===== config.mk =====
export PLATFORM = sky130hd
export DESIGN_NAME = i2c_regfile
export DESIGN_NICKNAME = d
export VERILOG_FILES = /design/src/rtl/i2c_regfile_pkg.sv /design/src/rtl/i2c_regfile.sv
export SDC_FILE = /design/constraint.sdc
export NUM_CORES = 1
export LEC_CHECK = 0
export CORE_ASPECT_RATIO = 0.6
export CORE_MARGIN = 3
export CORE_UTILIZATION = 49
export CTS_BUF_LIST = sky130_fd_sc_hd__clkbuf_4
export DETAILED_ROUTE_END_ITERATION = 7
export DONT_BUFFER_PORTS = 1
export SYNTH_ARGS = -nofsm -noshare
export SYNTH_HDL_FRONTEND = slang
export SYNTH_SLANG_ARGS = --single-unit

===== constraint.sdc =====
create_clock -name clk -period 5.5 [get_ports clk]
set_input_delay 0.825 -clock clk [delete_from_list [all_inputs] [get_ports clk]]
set_output_delay 0.825 -clock clk [all_outputs]
set_load 0.01 [all_outputs]

===== src/rtl/i2c_regfile_pkg.sv =====
// Shared types for the I2C-addressed register file: transaction phase enum and pointer sizing.
package i2c_regfile_pkg;

  typedef enum logic [1:0] {
    ST_IDLE    = 2'd0,
    ST_GET_PTR = 2'd1,
    ST_DATA    = 2'd2
  } state_t;

  function automatic int ptr_width(input int num_regs);
    return (num_regs <= 2) ? 1 : $clog2(num_regs);
  endfunction

endpackage


===== src/rtl/i2c_regfile.sv =====
// I2C slave register file: first byte after START sets the pointer, later bytes write reg[ptr].
// Writes land one cycle after the rx strobe; read data is combinational; no backpressure (strobe-driven).
module i2c_regfile
  import i2c_regfile_pkg::*;
#(
  parameter int                    NUM_REGS  = 8,
  parameter logic [NUM_REGS-1:0]   RO_MASK   = '0,
  parameter bit                    AUTO_INC  = 1'b1,
  parameter logic [NUM_REGS*8-1:0] RESET_VAL = '0
) (
  input  logic                  clk,
  input  logic                  rst,
  input  logic                  i2c_start_stb,
  input  logic                  i2c_stop_stb,
  input  logic [7:0]            i2c_data_rx,
  input  logic                  i2c_data_rx_valid_stb,
  input  logic                  i2c_tx_ack_stb,
  output logic [7:0]            i2c_data_tx,
  input  logic [NUM_REGS*8-1:0] reg_in,
  output logic [NUM_REGS*8-1:0] reg_out,
  output logic [NUM_REGS-1:0]   reg_wr_stb,
  output logic                  ptr_err
);

  localparam int             PW       = ptr_width(NUM_REGS);
  localparam logic [PW-1:0]  LAST_PTR = PW'(NUM_REGS - 1);

  state_t                  state;
  logic [PW-1:0]           ptr;
  logic                    ptr_invalid;
  logic [NUM_REGS*8-1:0]   regs;

  logic                    rx_evt;
  logic                    ptr_load;
  logic                    data_byte;
  logic                    ptr_byte_ok;
  logic                    ro_at_ptr;
  logic                    wr_ok;
  logic                    advance;
  logic [PW-1:0]           next_ptr;
  logic [7:0]              tx_sel;

  // A byte arriving alongside START/STOP belongs to no transaction phase.
  assign rx_evt      = i2c_data_rx_valid_stb & ~i2c_start_stb & ~i2c_stop_stb;
  assign ptr_load    = rx_evt & (state == ST_GET_PTR);
  assign data_byte   = rx_evt & (state == ST_DATA);
  assign ptr_byte_ok = ({1'b0, i2c_data_rx} < 9'(NUM_REGS));
  assign wr_ok       = data_byte & ~ptr_invalid & ~ro_at_ptr;
  assign advance     = AUTO_INC & (data_byte | i2c_tx_ack_stb);
  assign next_ptr    = (ptr == LAST_PTR) ? '0 : ptr + 1'b1;

  always_comb begin
    reg_out = regs;
    for (int i = 0; i < NUM_REGS; i++) begin
      if (RO_MASK[i]) reg_out[i*8 +: 8] = reg_in[i*8 +: 8];
    end
  end

  // Loop decode keeps out-of-range pointer codes (non power-of-two sizes) harmless.
  always_comb begin
    ro_at_ptr = 1'b0;
    tx_sel    = 8'hFF;
    for (int i = 0; i < NUM_REGS; i++) begin
      if (ptr == PW'(i)) begin
        ro_at_ptr = RO_MASK[i];
        tx_sel    = reg_out[i*8 +: 8];
      end
    end
  end

  assign i2c_data_tx = ptr_invalid ? 8'hFF : tx_sel;

  always_ff @(posedge clk or posedge rst) begin
    if (rst) begin
      state       <= ST_IDLE;
      ptr         <= '0;
      ptr_invalid <= 1'b0;
      ptr_err     <= 1'b0;
      regs        <= RESET_VAL;
      reg_wr_stb  <= '0;
    end else begin
      reg_wr_stb <= '0;

      if (i2c_start_stb)     state <= ST_GET_PTR;
      else if (i2c_stop_stb) state <= ST_IDLE;
      else if (ptr_load)     state <= ST_DATA;

      // Pointer and ptr_invalid deliberately survive STOP for write-pointer-then-read.
      if (ptr_load) begin
        ptr         <= i2c_data_rx[PW-1:0];
        ptr_invalid <= ~ptr_byte_ok;
        if (!ptr_byte_ok) ptr_err <= 1'b1;
      end else if (advance) begin
        ptr <= next_ptr;
      end

      if (wr_ok) begin
        for (int i = 0; i < NUM_REGS; i++) begin
          if (ptr == PW'(i)) begin
            regs[i*8 +: 8] <= i2c_data_rx;
            reg_wr_stb[i]  <= 1'b1;
          end
        end
      end
    end
  end

endmodule

## Word level (Yosys, flattened, before mapping)

Index checks and enable logic that the tools add are counted.

| operators by class | value |
|---|---|
| reductions and logical operators | 12 |
| add/sub/neg operators | 1 |
| muxes and demuxes | 24 |
| magnitude comparators | 1 |
| equal/unequal tests | 9 |
| bitwise operators | 10 |

Operators by type and width:

| cell | number |
|---|---|
| 8-bit 2-to-1 mux | 10 |
| 2-bit AND reduction | 9 |
| 3-bit equality test (second input constant) | 4 |
| 3-bit 2-to-1 mux | 3 |
| 8-bit by 4-bit less-than comparator with 1-bit output (second input constant) | 1 |
| 1-bit 2-to-1 mux | 8 |
| 3-bit by 2-bit equality test with 1-bit output (second input constant) | 2 |
| 2-bit 2-to-1 mux | 3 |
| 1-bit bitwise AND | 5 |
| 1-bit inverter | 4 |
| 3-bit by 1-bit adder with 3-bit output (second input constant) | 1 |
| 3-bit by 1-bit equality test with 1-bit output (second input constant) | 1 |
| 3-bit zero test | 1 |
| 3-bit nonzero test | 1 |
| 2-bit by 1-bit equality test with 1-bit output (second input constant) | 1 |
| 2-bit equality test (second input constant) | 1 |
| 2-bit nonzero test | 1 |
| 1-bit bitwise OR | 1 |

| storage, ports and cells | value |
|---|---|
| output and inout port bits | 81 |
| bits in registers | 79 |
| input bits | 78 |
| word-level logic and storage cells | 70 |

## Logic depth before layout (Yosys ltp)

Gate-level depths: netlist of run 1.

| depth | value |
|---|---|
| depth after elaboration | 10 |
| depth in mapped cells | 8 |
| gate-level depth less buffers | 6 |

## Worst setup path before layout of run 1

Ideal clock, no wire load.

| timing | value |
|---|---|
| path type | register to output |
| from | reg ptr[2] |
| to | out i2c_data_tx[0] |
| setup slack | 2.828 ns |
| arrival | 1.847 ns |
| data required time | 4.675 ns |
| cell stages (with the launch flop) | 9 |
| buffers on the path | 2 |
| path through | dfrtp_1 > buf_4 > clkinv_1 > ha_1 > clkbuf_2 > nor2_1 > o311ai_0 > o2111ai_1 > o211ai_1 |

| between the ends | value |
|---|---|
| word-level cells in the longest chain between the ends | 10 |
| elaborated cells on any way between the ends | 17 |
| those cells by class | eq/ne (7); mux (9); reduce/logical (1) |

RTL lines:

| element | line | source |
|---|---|---|
| from (decl) | i2c_regfile.sv:29 | `logic [PW-1:0] ptr;` |
| from (signal assigned) | i2c_regfile.sv:90 | `ptr <= i2c_data_rx[PW-1:0];` |
| from (signal assigned) | i2c_regfile.sv:94 | `ptr <= next_ptr;` |
| 3-bit zero test | i2c_regfile.sv:64 | `if (ptr == PW'(i)) begin` |
| 8-bit 2-to-1 mux (7 in a row) | i2c_regfile.sv:64 |  |
| 8-bit 2-to-1 mux * | i2c_regfile.sv:64 |  |
| 8-bit 2-to-1 mux * | i2c_regfile.sv:71 | `assign i2c_data_tx = ptr_invalid ? 8'hFF : tx_sel;` |
| to (decl) | i2c_regfile.sv:18 | `output logic [7:0] i2c_data_tx,` |

Mark *: on every way between the ends. The rest lies on a longest branch, timed or not.

## Worst setup path in the final report of run 1

Ends and elaborated chain as after synthesis.

==> key figures, run 1 <==
Outcome
  • Status: finished clean

GRT
  • Initial antenna violation count: 0
  • Largest net degree at the start of global routing: 80
  • Total global routing overflow: 0
  • Vias in the first global route: 2,487
  • GR Util All Layers: 0.225
  • First-pass GRT wire length: 14,900 µm

Yosys
  • Mapped Cells: 302
  • Sequential area share after synthesis: 0.522
  • Synth Area in Simple Gates: 0.118
  • Post-synthesis mux area share: 0.190
  • Post-synthesis xor/xnor area fraction: 0
  • Post-Synth Adder-Cell Area: 0.0198
  • Number of synthesized register bits: 79
  • Syn_nets: 386
  • Syn_area_per_cell: 12.5 µm²
  • Post-synthesis compound-gate area fraction: 0.115
  • Synth warn: 0
  • Synthesized area: 3790 µm²
  • Largest family of logic cells by synthesized area: multiplexers
  • Netlist cell types: 39

Worst setup path
  • Crit start category: flip-flop
  • CP Max Fanout: 10
  • CP Capture Type: output pin
  • Worst Path Buf+Inv: 1
  • WP data required: 4680 ps
  • Worst path max stage delay: 660 ps
  • Crit-path leading delay family: compound AO/OA/AOI/OAI gates
  • Critical path arrival: 3280 ps
  • Crit-path cells: clkinv_1, ha_1, nor2_1, o311ai_0, o2111ai_1, o211ai_1
  • Crit path kind: flip-flop to output pin
  • Critical-path cell with the highest stage delay: dfrtp_1

Power and ir drop
  • Leak Pwr: 1.91 nW
  • Tot Pwr: 1.48 mW
  • Pwr per Cell Area: 371 nW/µm²
  • VDD IR max: 0.180 mV

Layout
  • Final Util: 0.540
  • Nets: 383
  • Share of layout cells above drive strength 1: 0.320
  • Non-filler cells, final: 407
  • Post-route cell area: 3990 µm²
  • Area Growth Syn to Fin: 5.35%
  • Multi-input logic area: 1680 µm²
  • Register area: 1980 µm²
  • Fillers: 656
  • Antenna cell count: 0

Floorplanning
  • Initial core utilization: 0.513
  • # IOs: 159
  • Die Y: 74.1 µm
  • Die Span X: 120 µm
  • Site Rows: 24
  • Die ar.: 8860 µm²
  • Core area: 7390 µm²

Clock network
  • Clock Path Buffers: 2
  • Clock Pin Slew Worst Setup and Hold Paths: 120 ps
  • Cts bufs inserted: 9
  • Clk Latency, worst-skew pair: 430 ps
  • CTS Sinks: 79
  • CTS H-Tree Depth: 3
  • Hold buffers post-CTS: 0
  • CTS Root Cell: clkbuf_4
  • CTS tree: done
  • Post-CTS setup buffer count: 0
  • Post-cts resize count: 0

Hold path
  • Worst Hold Class: input port to flip-flop

Timing
  • Hold slack final: 467 ps
  • Final Skew: 16.0 ps
  • Worst-Margin Slew: 1020 ps
  • RSZ-0062 raised after global routing: false
  • Fin crit share: 0.746
  • Hold Violations, Final: 0
  • Fmax: 0.244 GHz
  • Final worst-path setup slack: 1400 ps
  • Relative max-transition margin: 0.320
  • Final setup vio count: 0
  • Setup Total Neg Slack: 0 ps
  • Slew Limit Fails: 0
  • Crit path time final: 4100 ps

Drt
  • Via count: 2,484
  • Drt total wl: 9560 µm
  • Routed Antenna Nets: 0
  • Drt drc: 0
  • Vias per cell: 6.10
  • Wire length per cell: 23.5 µm
  • Iter 0 DRT Violations: 138
  • DRT Pass-1 Iters: 4

Placed design
  • IO buf count: 0
  • Post-DP Area: 3860 µm²
  • Final Wtd Congestion: 0.767
  • Pre-CTS setup slack: 1900 ps
  • Placed cells: 392
  • Post-DP HPWL: 6710 µm

Job
  • Max-cap violations: 0
[flip-flops by register name, summed over array words and instances, names as in the netlist]
signal,count
state,2
ptr_err,1
ptr_invalid,1
reg_out,64
reg_wr_stb,8
ptr,3
[area by class of cell]
cell class / count / area share
Timing Repair Buffer: 3 / 0.00564
Inverter: 15 / 0.0144
Clock buffer: 11 / 0.0207
Multi-Input combinational cell: 191 / 0.420
Clock inverter: 4 / 0.0119
Tap cell: 104 / 0.0326
Sequential cell: 79 / 0.495
[per-layer routing]
layer / part of all wire / global-route usage
met1: 0.49 / 0.330
met2: 0.41 / 0.311
met3: 0.089 / 0.0935
met4: 0.0058 / 0.0520
met5: 0 / 0
[path summary, 6_finish.rpt]
check | cells past startpoint | startpoint | slack, ps | end
min in group asynchronous | 2 | rst | 590 | reg_out[12]$_DFFE_PP0P_
setup / recovery | 6 | ptr[2]$_DFFE_PP0P_ | 1400 | i2c_data_tx[0]
hold reg to reg | 1 | ptr_err$_DFFE_PP0P_ | 570 | ptr_err$_DFFE_PP0P_
setup reg to reg | 4 | ptr[2]$_DFFE_PP0P_ | 3240 | reg_out[29]$_DFFE_PP0P_
max in group asynchronous | 2 | rst | 4260 | reg_out[48]$_DFFE_PP0P_
hold / removal | 1 | i2c_stop_stb | 470 | state[1]$_DFFE_PP0P_
[cells in the mapped netlist]
master,count,share of area
a21o_1,1,0.0020
a21oi_1,12,0.016
a221oi_1,8,0.018
a2bb2oi_1,1,0.0023
a31o_2,1,0.0023
a31oi_1,1,0.0017
and4bb_2,1,0.0033
buf_1,5,0.0050
buf_2,4,0.0053
buf_4,1,0.0020
buf_6,1,0.0030
clkbuf_1,5,0.0050
clkbuf_2,1,0.0013
clkinv_1,1,0.00099
dfrtp_1,79,0.52
ha_1,6,0.020
inv_1,14,0.014
mux2_2,64,0.19
nand2_1,10,0.0099
nand2_2,2,0.0033
nand2b_1,8,0.013
nand3_4,6,0.028
nand3b_1,1,0.0020
nor2_1,7,0.0069
nor2b_1,10,0.017
nor3_1,4,0.0053
nor3b_1,8,0.016
nor3b_2,1,0.0033
nor4b_4,1,0.0063
o2111ai_1,8,0.018
o211ai_1,8,0.016
o21a_1,1,0.0020
o21ai_0,8,0.011
o22ai_1,1,0.0017
o311ai_0,8,0.018
o32a_1,1,0.0026
o32ai_1,1,0.0023
or2_2,1,0.0017
or3b_2,1,0.0023
[cell usage in the layout, fill, tap and decap left out, drive strengths merged, types with 3 or more instances in the layout]
master	count
a221oi	8
o311ai	8
o2111ai	8
nor3b	9
nand3	6
buf	3
nor2b	10
clkinv	4
dfrtp	79
nor2	7
mux2	64
ha	6
clkbuf	11
nand2b	8
nand2	12
a21oi	12
o211ai	8
inv	13
o21ai	8
nor3	4
[cell families after synthesis]
family,count (synthesis)
simple gates,61
fa+ha+maj,6
flops,79
buf+inv,32
compound gates,60
mux,64
[power breakdown]
group / leakage, nW / switching (mW) / internal (mW)
Sequential: 1.09 / 0.0474 / 0.605
Clock: 0.0727 / 0.198 / 0.145
Combinational: 0.757 / 0.317 / 0.168
Total: 1.91 / 0.562 / 0.919
(Power assumes the default switching activity.)
==> run 2, diff against run 1 <==
==> constraint.sdc (replaced) <==
create_clock -name clk -period 4.1 [get_ports clk]
set_input_delay 0.615 -clock clk [delete_from_list [all_inputs] [get_ports clk]]
set_output_delay 0.615 -clock clk [all_outputs]
set_load 0.01 [all_outputs]
==> key figures, run 2 (same netlist as run 1, synthesis figures left out) <==
GRT
  • Vias in the first global route: 2,556 (+2.8%)
  • Largest net degree at the start of global routing: 57 (-29%)
  • Met1 usage: 0.308 (-0.0219)
  • Met3 Use GR: 0.117 (+0.0236)
  • Most Crowded Layer GR: met2
  • First-pass GRT wire length: 14,900 µm (about the same)
  • Met2 Use GR: 0.315 (+0.00375)
  • Total global routing overflow: 0 (unchanged)
  • Initial antenna violation count: 0 (unchanged)
  • GR Util All Layers: 0.226 (+0.000946)

Power and ir drop
  • NetSw: 0.765 mW (+36%)
  • Clk network pwr share: 0.227 (-0.005)
  • VDD IR max: 0.200 mV (+11%)
  • Switch share: 0.385 (+0.00504)
  • Flop pwr share: 0.442 (about the same)
  • Internal power: 1.22 mW (+33%)
  • Leak Pwr: 1.92 nW (+0.18%)
  • Pwr per Cell Area: 497 nW/µm² (+34%)
  • Combinational power share: 0.331 (+0.003)

Timing
  • Fin crit share: 0.898
  • Worst-Margin Slew: 994 ps (-25.3 ps)
  • Crit path time final: 3680 ps
  • Fmax: 0.272 GHz
  • Final Skew: 19.6 ps (+3.54 ps)
  • RSZ-0062 raised after global routing: false
  • Setup Total Neg Slack: 0 ps (unchanged)
  • Relative max-transition margin: 0.337 (+0.0169)
  • Hold Violations, Final: 0 (unchanged)
  • Slew Limit Fails: 0 (unchanged)
  • Final setup vio count: 0 (unchanged)

Clock network
  • Cts bufs inserted: 9 (unchanged)
  • Clk Latency, worst-skew pair: 450 ps (+20 ps)
  • Post-CTS setup buffer count: 0 (unchanged)
  • CTS Sinks: 79 (unchanged)
  • CTS tree: done
  • CTS Root Cell: clkbuf_4
  • Clock Path Buffers: 2 (unchanged)
  • CTS H-Tree Depth: 3 (unchanged)
  • Clock Pin Slew Worst Setup and Hold Paths: 120 ps (about the same)

Drt
  • Via count: 2,569 (+3.4%)
  • DRT Pass-1 Iters: 4 (unchanged)
  • Vias per cell: 6.28 (+2.9%)
  • Iter 0 DRT Violations: 133 (-3.6%)
  • Drt total wl: 9830 µm (+2.8%)
  • Routed Antenna Nets: 0 (unchanged)
  • Drt drc: 0 (unchanged)
  • Wire length per cell: 24.0 µm (+2.3%)

Hold path
  • Worst Hold Class: input port to asynchronous set/reset pin

Worst setup path
  • Worst path max stage delay: 670 ps (about the same)
  • CP Depth: 6 (unchanged)
  • Reg2Reg Setup Slack: 1800 ps (-1440 ps)
  • R2R cell count: 4 (unchanged)
  • Crit path kind: flip-flop to output pin
  • FF-to-FF End: reg_out[25]$_DFFE_PP0P_
  • Worst Path Buf+Inv: 1 (unchanged)
  • CP Max Fanout: 10 (unchanged)
  • FF-to-FF Start: ptr[2]$_DFFE_PP0P_
  • Critical path arrival: 3070 ps (-210 ps)
  • Critical-path cell with the highest stage delay: dfrtp_1
  • Crit start category: flip-flop
  • CP Capture Type: output pin
  • Worst Setup SP: ptr[2]$_DFFE_PP0P_
  • Crit-path leading delay family: compound AO/OA/AOI/OAI gates
  • Crit-path cells: clkinv_1, ha_1, nor2_2, o311ai_0, o2111ai_1, o211ai_1
  • WP data required: 3480 ps (-1200 ps)

Placed design
  • Final Wtd Congestion: 0.834 (+8.8%)
  • Post-DP HPWL: 7070 µm (+5.4%)
  • Post-DP Area: 3870 µm² (+0.19%)
  • Placed cells: 393 (+0.26%)
  • IO buf count: 0 (unchanged)

Floorplanning
  • Core area: 7390 µm² (unchanged)
  • Die ar.: 8860 µm² (unchanged)
  • Site Rows: 24 (unchanged)
  • Die Span X: 120 µm (unchanged)
  • Die Y: 74.1 µm (unchanged)
  • # IOs: 159 (unchanged)
  • Initial core utilization: 0.513 (unchanged)

Layout
  • Non-filler cells, final: 409 (+0.49%)
  • Fillers: 682 (+4.0%)
  • Commonest non-fill, non-tap cell in the layout: dfrtp_1
  • Post-route cell area: 4000 µm² (+0.28%)
  • Max FFs per register: 64 (unchanged)
  • Antenna cell count: 0 (unchanged)
  • Commonest non-fill, non-tap cells in the layout: 79 x dfrtp_1, 64 x mux2_2, 13 x inv_1
  • Nets: 384 (+0.26%)
  • Area Growth Syn to Fin: 5.65%
  • Share of layout cells above drive strength 1: 0.321 (+0.00118)

Outcome
  • Status: finished clean

Job
  • Max-cap violations: 0 (unchanged)
## run 2: cell count changes in the layout (fill, tap and decap cells not counted)
cell      delta
clkbuf_4     -2
clkinv_1     +2
buf_4        +1
clkinv_4     +1
nor2_1       -1
nor2_2       +1
## run 2: metal layers
metal | up-vias | routed length (µm)
met5 | - | 0
met1 | 1356 | 4600
met3 | 6 | 977
met2 | 90 | 4170
met4 | 0 | 75
li1 | 1117 | -
## run 2: power groups by stage
stage          Combinational (mW)  Clock (mW)  Sequential (mW)
6_report                    0.658       0.452            0.879
5_1_grt                     0.734       0.499            0.886
4_1_cts                     0.662       0.472            0.878
3_5_place_dp                0.659           0            0.893
3_3_place_gp                0.650           0            0.890
2_1_floorplan               0.512           0            0.858
## run 2: how the worst max path moves through the flow
stage	end
CTS	i2c_data_tx[0]
global route	i2c_data_tx[0]
finish	i2c_data_tx[0]
detailed placement	i2c_data_tx[0]
global placement	i2c_data_tx[0]
floorplan	ptr[0]$_DFFE_PP0P_
## run 2: layout make-up
type                       instances  area, µm²  area share
sequential                        79       1980       0.494
tap                              104        130      0.0325
inverter                          15       57.6      0.0144
clock buffer                       9       67.6      0.0169
multi-input combinational        191       1680       0.419
timing repair buffer               4       30.0     0.00750
clock inverter                     7       63.8      0.0159
## run 2: timing repair
action,CTS,global route
endpoints found under the setup margin,0,2
hold buffers,0,0
resized for setup,0,1
## run 2: per-stage QoR
| stage | setup WS (ps) | utilization | hold slack (ps) | power (mW) |
|---|---|---|---|---|
| floorplan | 1460 | - | 512 | 1.37 |
| global placement | 695 | 0.524 | 533 | 1.54 |
| detailed placement | 661 | 0.524 | 570 | 1.55 |
| CTS | 141 | 0.542 | 186 | 2.01 |
| global route | 183 | 0.542 | 192 | 2.12 |
| finish | 418 | 0.542 | 228 | 1.99 |
## run 2: worst reg2reg max path: stages (launching register included)
cell and delay (ps):
dfrtp_1 670, clkinv_1 410, ha_1 480, nand2_2 280
mux2_2 360
